### src/rtl/time_set_ctrl_pkg.sv
// Shared definitions for the time-set controller: FSM encoding, field limits
// and the wrap-around step / clamp helpers used on the hour and minute fields.
package time_set_ctrl_pkg;

   typedef enum logic [1:0] {
      ST_IDLE   = 2'd0,
      ST_EDIT_H = 2'd1,
      ST_EDIT_M = 2'd2,
      ST_COMMIT = 2'd3
   } state_e;

   localparam logic [4:0] HOUR_MAX = 5'd23;
   localparam logic [5:0] MIN_MAX  = 6'd59;

   // Out-of-range preload values fall back to zero.
   function automatic logic [4:0] hour_clamp(input logic [4:0] v);
      logic [4:0] r;
      if (v > HOUR_MAX) begin
         r = 5'd0;
      end else begin
         r = v;
      end
      return r;
   endfunction

   function automatic logic [5:0] min_clamp(input logic [5:0] v);
      logic [5:0] r;
      if (v > MIN_MAX) begin
         r = 6'd0;
      end else begin
         r = v;
      end
      return r;
   endfunction

   // One step up or down with wrap; an illegal input still lands in range.
   function automatic logic [4:0] hour_step(input logic [4:0] v, input logic up);
      logic [4:0] r;
      if (up) begin
         if (v >= HOUR_MAX) begin
            r = 5'd0;
         end else begin
            r = v + 5'd1;
         end
      end else begin
         if ((v == 5'd0) || (v > HOUR_MAX)) begin
            r = HOUR_MAX;
         end else begin
            r = v - 5'd1;
         end
      end
      return r;
   endfunction

   function automatic logic [5:0] min_step(input logic [5:0] v, input logic up);
      logic [5:0] r;
      if (up) begin
         if (v >= MIN_MAX) begin
            r = 6'd0;
         end else begin
            r = v + 6'd1;
         end
      end else begin
         if ((v == 6'd0) || (v > MIN_MAX)) begin
            r = MIN_MAX;
         end else begin
            r = v - 6'd1;
         end
      end
      return r;
   endfunction

endpackage

### src/rtl/key_debounce.sv
// Pushbutton front end: two-flop synchroniser, level debouncer and a
// single-cycle press pulse on the debounced released->pressed transition.
module key_debounce #(
   parameter int unsigned DEBOUNCE_CYCLES = 1000000
) (
   input  logic clk,
   input  logic clr,
   input  logic key_n,
   output logic press
);

   localparam int unsigned CNT_W = (DEBOUNCE_CYCLES > 1) ? $clog2(DEBOUNCE_CYCLES) : 1;
   localparam logic [CNT_W-1:0] CNT_LAST = CNT_W'(DEBOUNCE_CYCLES - 1);
   localparam logic [CNT_W-1:0] CNT_ZERO = CNT_W'(0);

   logic             sync1_q, sync1_d;
   logic             sync2_q, sync2_d;
   logic             level_q, level_d;
   logic [CNT_W-1:0] cnt_q,   cnt_d;
   logic             press_q, press_d;

   // Next-state: the level flips once the synchronised input has disagreed
   // with it for DEBOUNCE_CYCLES consecutive cycles; any agreement restarts.
   always_comb begin
      sync1_d = key_n;
      sync2_d = sync1_q;
      level_d = level_q;
      cnt_d   = CNT_ZERO;
      if (sync2_q != level_q) begin
         if (cnt_q == CNT_LAST) begin
            level_d = sync2_q;
            cnt_d   = CNT_ZERO;
         end else begin
            cnt_d   = cnt_q + CNT_W'(1'b1);
         end
      end else begin
         cnt_d = CNT_ZERO;
      end
      press_d = level_q & ~level_d;
   end

   // Registers; idle state is "released" so nothing fires out of reset.
   always_ff @(posedge clk) begin
      if (!clr) begin
         sync1_q <= 1'b1;
         sync2_q <= 1'b1;
         level_q <= 1'b1;
         cnt_q   <= CNT_ZERO;
         press_q <= 1'b0;
      end else begin
         sync1_q <= sync1_d;
         sync2_q <= sync2_d;
         level_q <= level_d;
         cnt_q   <= cnt_d;
         press_q <= press_d;
      end
   end

   assign press = press_q;

endmodule

### src/rtl/time_set_ctrl.sv
// Clock time-set controller: three debounced keys drive an edit FSM that
// preloads the running time, steps hour then minute, and commits with a
// one-cycle load strobe. The field under edit gets a blink request.
module time_set_ctrl
   import time_set_ctrl_pkg::*;
#(
   parameter int unsigned DEBOUNCE_CYCLES = 1000000,
   parameter int unsigned BLINK_CYCLES    = 12500000
) (
   input  logic       clk_50,
   input  logic       clr,
   input  logic       key_mode,
   input  logic       key_up,
   input  logic       key_down,
   input  logic [4:0] cur_h,
   input  logic [5:0] cur_m,
   output logic [4:0] h,
   output logic [5:0] m,
   output logic       load,
   output logic       editing,
   output logic       blink_h,
   output logic       blink_m
);

   localparam int unsigned BW = (BLINK_CYCLES > 1) ? $clog2(BLINK_CYCLES) : 1;
   localparam logic [BW-1:0] BLINK_LAST = BW'(BLINK_CYCLES - 1);
   localparam logic [BW-1:0] BLINK_ZERO = BW'(0);

   logic mode_ev, up_ev, dn_ev;
   logic step_up, step_dn, restart_blink;

   state_e          state_q,     state_d;
   logic [4:0]      h_q,         h_d;
   logic [5:0]      m_q,         m_d;
   logic            load_q,      load_d;
   logic            editing_q,   editing_d;
   logic [BW-1:0]   blink_cnt_q, blink_cnt_d;
   logic            phase_q,     phase_d;
   logic            blink_h_q,   blink_h_d;
   logic            blink_m_q,   blink_m_d;

   key_debounce #(.DEBOUNCE_CYCLES(DEBOUNCE_CYCLES)) u_key_mode (
      .clk(clk_50), .clr(clr), .key_n(key_mode), .press(mode_ev)
   );
   key_debounce #(.DEBOUNCE_CYCLES(DEBOUNCE_CYCLES)) u_key_up (
      .clk(clk_50), .clr(clr), .key_n(key_up), .press(up_ev)
   );
   key_debounce #(.DEBOUNCE_CYCLES(DEBOUNCE_CYCLES)) u_key_down (
      .clk(clk_50), .clr(clr), .key_n(key_down), .press(dn_ev)
   );

   // Edit FSM: mode advances the state and masks up/down; simultaneous
   // up and down cancel each other.
   always_comb begin
      state_d       = state_q;
      h_d           = h_q;
      m_d           = m_q;
      restart_blink = 1'b0;
      step_up       = up_ev & ~dn_ev;
      step_dn       = dn_ev & ~up_ev;
      case (state_q)
         ST_IDLE: begin
            if (mode_ev) begin
               state_d       = ST_EDIT_H;
               h_d           = hour_clamp(cur_h);
               m_d           = min_clamp(cur_m);
               restart_blink = 1'b1;
            end else begin
               state_d = ST_IDLE;
            end
         end
         ST_EDIT_H: begin
            if (mode_ev) begin
               state_d       = ST_EDIT_M;
               restart_blink = 1'b1;
            end else if (step_up) begin
               h_d = hour_step(h_q, 1'b1);
            end else if (step_dn) begin
               h_d = hour_step(h_q, 1'b0);
            end else begin
               h_d = h_q;
            end
         end
         ST_EDIT_M: begin
            if (mode_ev) begin
               state_d = ST_COMMIT;
            end else if (step_up) begin
               m_d = min_step(m_q, 1'b1);
            end else if (step_dn) begin
               m_d = min_step(m_q, 1'b0);
            end else begin
               m_d = m_q;
            end
         end
         ST_COMMIT: begin
            state_d = ST_IDLE;
         end
         default: begin
            state_d = ST_IDLE;
         end
      endcase
   end

   // Blink timebase and registered outputs, all derived from the next state
   // so they move on the same edge as the state change.
   always_comb begin
      blink_cnt_d = BLINK_ZERO;
      phase_d     = 1'b0;
      if (restart_blink) begin
         blink_cnt_d = BLINK_ZERO;
         phase_d     = 1'b0;
      end else if ((state_d == ST_EDIT_H) || (state_d == ST_EDIT_M)) begin
         if (blink_cnt_q == BLINK_LAST) begin
            blink_cnt_d = BLINK_ZERO;
            phase_d     = ~phase_q;
         end else begin
            blink_cnt_d = blink_cnt_q + BW'(1'b1);
            phase_d     = phase_q;
         end
      end else begin
         blink_cnt_d = BLINK_ZERO;
         phase_d     = 1'b0;
      end
      load_d    = (state_d == ST_COMMIT);
      editing_d = (state_d == ST_EDIT_H) || (state_d == ST_EDIT_M);
      blink_h_d = phase_d & (state_d == ST_EDIT_H);
      blink_m_d = phase_d & (state_d == ST_EDIT_M);
   end

   // State, edit value and output registers.
   always_ff @(posedge clk_50) begin
      if (!clr) begin
         state_q     <= ST_IDLE;
         h_q         <= 5'd0;
         m_q         <= 6'd0;
         load_q      <= 1'b0;
         editing_q   <= 1'b0;
         blink_cnt_q <= BLINK_ZERO;
         phase_q     <= 1'b0;
         blink_h_q   <= 1'b0;
         blink_m_q   <= 1'b0;
      end else begin
         state_q     <= state_d;
         h_q         <= h_d;
         m_q         <= m_d;
         load_q      <= load_d;
         editing_q   <= editing_d;
         blink_cnt_q <= blink_cnt_d;
         phase_q     <= phase_d;
         blink_h_q   <= blink_h_d;
         blink_m_q   <= blink_m_d;
      end
   end

   assign h       = h_q;
   assign m       = m_q;
   assign load    = load_q;
   assign editing = editing_q;
   assign blink_h = blink_h_q;
   assign blink_m = blink_m_q;

endmodule
### config.mk
export PLATFORM = sky130hd
export DESIGN_NAME = time_set_ctrl
export DESIGN_NICKNAME = d
export VERILOG_FILES = /design/src/rtl/time_set_ctrl_pkg.sv /design/src/rtl/key_debounce.sv /design/src/rtl/time_set_ctrl.sv
export SDC_FILE = /design/constraint.sdc
export NUM_CORES = 1
export LEC_CHECK = 0
export CORE_ASPECT_RATIO = 1.4
export CORE_MARGIN = 2
export CORE_UTILIZATION = 40
export CTS_CLUSTER_SIZE = 14
export DETAILED_ROUTE_END_ITERATION = 8
export GPL_TIMING_DRIVEN = 0
export PLACE_DENSITY_LB_ADDON = 0.05
export REMOVE_ABC_BUFFERS = 1
export SYNTH_ARGS = -nofsm -noshare
export SYNTH_HDL_FRONTEND = slang
export SYNTH_SLANG_ARGS = --single-unit
### constraint.sdc
create_clock -name clk_50 -period 3.7 [get_ports clk_50]
set_input_delay 0.74 -clock clk_50 [delete_from_list [all_inputs] [get_ports clk_50]]
set_output_delay 0.74 -clock clk_50 [all_outputs]
set_load 0.02 [all_outputs]
==> flow_metrics.env, run 1 <==
export IMPL_setup_viol_count_final=0
export IMPL_synth_cell_types=62
export IMPL_overflow=0
export IMPL_cts_root_buf="clkbuf_16"
export IMPL_post_cts_setup_buffer_count=0
export IMPL_tritoncts="done"
export IMPL_synth_edff_count=0
export IMPL_timing_rr_start="state_q[0]"
export IMPL_fin_util=0.472
export IMPL_hold_path_class="reg2reg"
export IMPL_yosys_warnings=0
export IMPL_path_class="in2reg"
export IMPL_ys_ff_latch=114
export IMPL_synth_flop_cell="dfxtp_1"
export IMPL_antenna_cells=0
export IMPL_slew_violations=0
export IMPL_ant_nets=0
export IMPL_async_reset_ff_frac=0
export IMPL_peakVddDrop_v=0.000253
export IMPL_gp_congestion=0.812
export IMPL_status="finished, final reports clean"
export IMPL_finalInstanceArea_um2=6510
export IMPL_placed_area_um2=5940
export IMPL_final_cell_mix="114 x dfxtp_1, 105 x nor2_1, 54 x xor2_1, 51 x nand2_1, 43 x nand3_1"
export IMPL_clockBufferDepth=2
export IMPL_skew_ns=0.00779
export IMPL_startpoint_type="input pin"
export IMPL_dp_worst_setup_slack_ns=0.214
export IMPL_worstSkewPairLatency_ns=0.40
export IMPL_drv_cap=0
export IMPL_design_portCount=31
export IMPL_die_w_um=104
export IMPL_die_h_um=144
export IMPL_postSynthCellCount=644
export IMPL_timing_hold_violations_final=0
export IMPL_final_common_cell="dfxtp_1"
export IMPL_r2r_end="blink_cnt_q[3]"
export IMPL_r2r_cells=8
export IMPL_postSynthAreaPerCell_um2=8.65
export IMPL_p_per_area_nw_per_um2=437
export IMPL_wl_per_cell_um=12.0
export IMPL_worstPathMaxFanout=36
export IMPL_grt_use_total=0.149
export IMPL_cp_data_arrival_time_ns=3.24
export IMPL_grt_pass1_wl_um=18300
export IMPL_drt_iter0_markers=133
export IMPL_first_pass_iters=4
export IMPL_relSlewSlack=0.148
export IMPL_cts_sinks=114
export IMPL_multi_input_area_um2=3040
export IMPL_hp_start="u_key_mode.sync1_q"
export IMPL_initial_core_util=0.404
export IMPL_power_w=0.00284
export IMPL_final_nets=698
export IMPL_cts_hold_buf=0
export IMPL_regArea_um2=2280
export IMPL_wl_met2_um=5400
export IMPL_wl_met3_um=276
export IMPL_tns_ns=0
export IMPL_grt_pass1_vias=4183
export IMPL_seq_area_frac_synth=0.410
export IMPL_grt_max_degree=37
export IMPL_cts_resized=0
export IMPL_setup_ws_ns=0.699
export IMPL_tightestPinTransition_ns=1.27
export IMPL_fillers=1383
export IMPL_top_layer_used="met4"
export IMPL_totalWireLength_um=10400
export IMPL_syn2layout_area_growth_pct=16.9
export IMPL_cp_end_kind="flop"
export IMPL_rsz0062_at_grt="false"
export IMPL_finalCritPeriodShare=0.811
export IMPL_synth_area_um2=5570
export IMPL_clkSlewWorstSetupHoldPaths_ns=0.05
export IMPL_rows=51
export IMPL_drcViolationCount=0
export IMPL_fmax_ghz=0.333
export IMPL_min_to="u_key_mode.sync2_q"
export IMPL_numCtsBuffers=17
export IMPL_htree_levels=4
export IMPL_dp_hpwl_um=7310
export IMPL_final_layout_size_suffix_gt1_frac=0.0749
export IMPL_whs_path_depth=1
export IMPL_die_area_um2=14900
export IMPL_required_ns=3.94
export IMPL_port_buffers=30
export IMPL_num_vias=4318
export IMPL_leakage_nw=2.22
export IMPL_antenna_found_initial=0
export IMPL_fp_coreArea_um2=13800
export IMPL_post_drt_via_cell_ratio=4.99
export IMPL_fin_crit_ns=3.00
export IMPL_ff2ff_setup_slack_ns=1.02
export IMPL_met1_length_um=4620
synthesized netlist by cell type, types with 3 or more instances:
cell type,instances,area share
a21o_1,4,0.0054
a21oi_1,15,0.013
a31oi_1,4,0.0045
and2_1,3,0.0034
and3_1,16,0.018
and4_1,5,0.0079
buf_2,10,0.0090
buf_6,3,0.0061
clkbuf_1,8,0.0054
dfxtp_1,114,0.41
ha_1,13,0.029
inv_1,22,0.015
mux2i_1,3,0.0054
nand2_1,51,0.034
nand2b_1,14,0.016
nand3_1,43,0.039
nand3_2,3,0.0054
nand3b_1,3,0.0040
nand4_1,22,0.025
nor2_1,105,0.071
nor2b_1,8,0.0090
nor3_1,15,0.013
nor4_1,4,0.0045
nor4_2,3,0.0067
nor4b_1,3,0.0047
o21ai_0,13,0.012
o22ai_1,6,0.0067
or3_1,3,0.0034
xnor2_1,31,0.049
xor2_1,54,0.085
critical path, cell delays in order:
cell,delay (ns)
clkdlybuf4s50_1,1.08
nor2b_1,0.42
and2_2,0.22
nand2b_1,0.65
nor2_1,0.11
cell type report:
class | instances | share of cell area
clock inverter | 10 | 0.0169
clock buffer | 21 | 0.0707
inverter | 22 | 0.0127
sequential | 114 | 0.351
timing repair buffer | 30 | 0.0461
tap | 185 | 0.0356
multi-input combinational | 484 | 0.467
power breakdown:
| part | internal, W | switching, W | leakage [nW] |
|---|---|---|---|
| clock network | 0.00102 | 0.000548 | 0.271 |
| registers | 0.00123 | 0.00000222 | 0.920 |
| logic | 0.0000218 | 0.0000215 | 1.03 |
| total | 0.00227 | 0.000572 | 2.22 |
layer usage:
metal	global-route usage	vias to the layer above
li1	-	2257
met1	0.158	2007
met2	0.285	42
met3	0.0367	12
met4	0.0590	0
met5	0	-
registers in the layout, indices dropped and copies added (netlist names), 2 cells and up:
signal            count
u_key_down.cnt_q     20
h                     5
blink_cnt_q          24
m                     6
u_key_up.cnt_q       20
u_key_mode.cnt_q     20
state_q               2
cell families (layout without fill, tap and decap cells):
logic type	Yosys count	after routing	synth area share
compound gates	61	61	0.0728
mux	3	3	0.00539
simple gates	322	322	0.305
flops	114	114	0.410
fa+ha+maj	13	13	0.0292
xor+xnor	85	85	0.134
buf+inv	46	83	0.0438
worst max path at each step:
stage                from                   end  slack [ns]
2_1_floorplan  state_q[1]       blink_cnt_q[11]        1.59
3_3_place_gp          clr        blink_cnt_q[9]        0.25
3_5_place_dp          clr        blink_cnt_q[4]        0.21
4_1_cts               clr        blink_cnt_q[3]        0.65
5_1_grt               clr  u_key_mode.cnt_q[17]        0.39
6_report              clr        blink_cnt_q[3]        0.70
through the flow:
stage	std cells	hold WS (ns)
6_report	866	0.407
5_1_grt	866	0.426
4_1_cts	866	0.408
3_5_place_dp	835	0.392
3_3_place_gp	835	0.391
2_1_floorplan	620	0.386
(Power assumes the default switching activity.)
==> run 2: changes to the inputs <==
clock period = 3 ns   (was 3.7 ns; I/O delays follow)
==> flow_metrics.env, run 2 (same netlist as run 1, synthesis figures left out) <==
export IMPL_fin_crit_ns=2.42
export IMPL_num_vias=4312
export IMPL_final_nets=698
export IMPL_cp_data_arrival_time_ns=2.73
export IMPL_overflow=0
export IMPL_initial_core_util=0.404
export IMPL_peakVddDrop_v=0.000312
export IMPL_first_pass_iters=4
export IMPL_cp_top_family="simple AND/OR/NAND/NOR gates"
export IMPL_finalCritPeriodShare=0.806
export IMPL_regMostFlops="blink_cnt_q"
export IMPL_tightestPinTransition_ns=1.29
export IMPL_leakage_nw=2.23
export IMPL_cpPeakStageDelay_ns=0.94
export IMPL_required_ns=3.31
export IMPL_placed_area_um2=5940
export IMPL_grt_pass1_wl_um=18300
export IMPL_cts_hold_buf=0
export IMPL_wl_per_cell_um=12.1
export IMPL_p_int_w=0.00280
export IMPL_cts_resized=0
export IMPL_fp_coreArea_um2=13800
export IMPL_final_common_cell="dfxtp_1"
export IMPL_ant_nets=0
export IMPL_fmax_ghz=0.414
export IMPL_relSlewSlack=0.139
export IMPL_gp_congestion=0.812
export IMPL_startpoint_type="input pin"
export IMPL_grt_use_total=0.149
export IMPL_swShare=0.201
export IMPL_grt_pass1_vias=4183
export IMPL_slew_violations=0
export IMPL_htree_levels=4
export IMPL_p_per_area_nw_per_um2=538
export IMPL_setup_viol_count_final=0
export IMPL_antenna_found_initial=0
export IMPL_numCtsBuffers=17
export IMPL_slowest_stage="dlymetal6s2s_1"
export IMPL_crit_buf_inv=1
export IMPL_final_layout_size_suffix_gt1_frac=0.0778
export IMPL_final_cell_mix="114 x dfxtp_1, 105 x nor2_1, 54 x xor2_1, 51 x nand2_1, 42 x nand3_1"
export IMPL_cp_end_kind="flop"
export IMPL_largest_reg_flops=24
export IMPL_worstPathMaxFanout=36
export IMPL_setup_ws_ns=0.582
export IMPL_clockPowerShare=0.550
export IMPL_p_comb_frac=0.015
export IMPL_syn2layout_area_growth_pct=17.1
export IMPL_skew_ns=0.00746
export IMPL_dp_hpwl_um=7310
export IMPL_rows=51
export IMPL_tritoncts="done"
export IMPL_totalWireLength_um=10400
export IMPL_status="finished, final reports clean"
export IMPL_whs_ns=0.407
export IMPL_pwr_share_seq=0.435
export IMPL_r2r_cells=8
export IMPL_drv_cap=0
export IMPL_cts_root_buf="clkbuf_16"
export IMPL_die_h_um=144
export IMPL_path_class="in2reg"
export IMPL_timing_hold_violations_final=0
export IMPL_worstSkewPairLatency_ns=0.40
export IMPL_die_area_um2=14900
export IMPL_grt_max_degree=37
export IMPL_dp_worst_setup_slack_ns=-0.346
export IMPL_cts_sinks=114
export IMPL_whs_path_depth=1
export IMPL_antenna_cells=0
export IMPL_drcViolationCount=0
export IMPL_finalInstanceArea_um2=6520
export IMPL_design_portCount=31
export IMPL_power_w=0.00351
export IMPL_clkSlewWorstSetupHoldPaths_ns=0.05
export IMPL_cp_depth=3
export IMPL_die_w_um=104
export IMPL_drt_iter0_markers=130
export IMPL_switchingPower_w=0.000704
export IMPL_hold_path_class="reg2reg"
export IMPL_crit_chain="dlymetal6s2s_1 -> nand3_1 -> nor2_1"
export IMPL_port_buffers=30
export IMPL_post_cts_setup_buffer_count=0
export IMPL_clockBufferDepth=2
export IMPL_post_drt_via_cell_ratio=4.98
export IMPL_rsz0062_at_grt="false"
## run 2: metal layers
metal,vias to the layer above,GRT usage,wire [um]
met5,-,0,0
met4,0,0.0590,136
met3,12,0.0367,263
met2,43,0.285,5420
met1,1999,0.158,4630
li1,2258,-,-
## run 2: per-stage QoR
| stage | std cells | utilization | setup TNS, ns |
|---|---|---|---|
| 2_1_floorplan | 620 | - | 0 |
| 3_5_place_dp | 835 | 0.431 | -17.95 |
| 3_3_place_gp | 835 | 0.431 | -15.34 |
| 4_1_cts | 866 | 0.472 | 0 |
| 5_1_grt | 866 | 0.473 | 0 |
| 6_report | 866 | 0.473 | 0 |
## run 2: power by group through the flow
stage	clock, W	sequential, W	combinational (W)
after floorplan	0	0.00155	0.0000187
after global placement	0	0.00155	0.0000534
after detailed placement	0	0.00156	0.0000539
after CTS	0.00199	0.00152	0.0000539
after global routing	0.00205	0.00152	0.0000594
final	0.00193	0.00152	0.0000534
## run 2: final timing paths
path                                          from                   to  slack, ns
worst max-delay path                           clr  u_key_down.cnt_q[5]       0.58
worst min-delay path            u_key_mode.sync1_q   u_key_mode.sync2_q       0.41
worst max register to register          state_q[0]      blink_cnt_q[22]       0.59
worst min register to register  u_key_mode.sync1_q   u_key_mode.sync2_q       0.41
## run 2: area by class of cell
class | count | area, um^2
Fill cell | 1378 | 7260
Multi-Input combinational cell | 484 | 3050
Sequential cell | 114 | 2280
Clock buffer | 21 | 460
Timing Repair Buffer | 30 | 303
Tap cell | 185 | 231
Clock inverter | 10 | 110
Inverter | 22 | 82.6
## run 2: worst reg2reg max path, delay by kind of cell, from the launching register on
kind	cells	cell delay, ns
buffers and inverters	1	0.09
adder cells (fa/ha/maj)	1	0.30
AO/OA/AOI/OAI	2	0.61
AND/OR/NAND/NOR	4	0.82
flip-flops	1	0.52
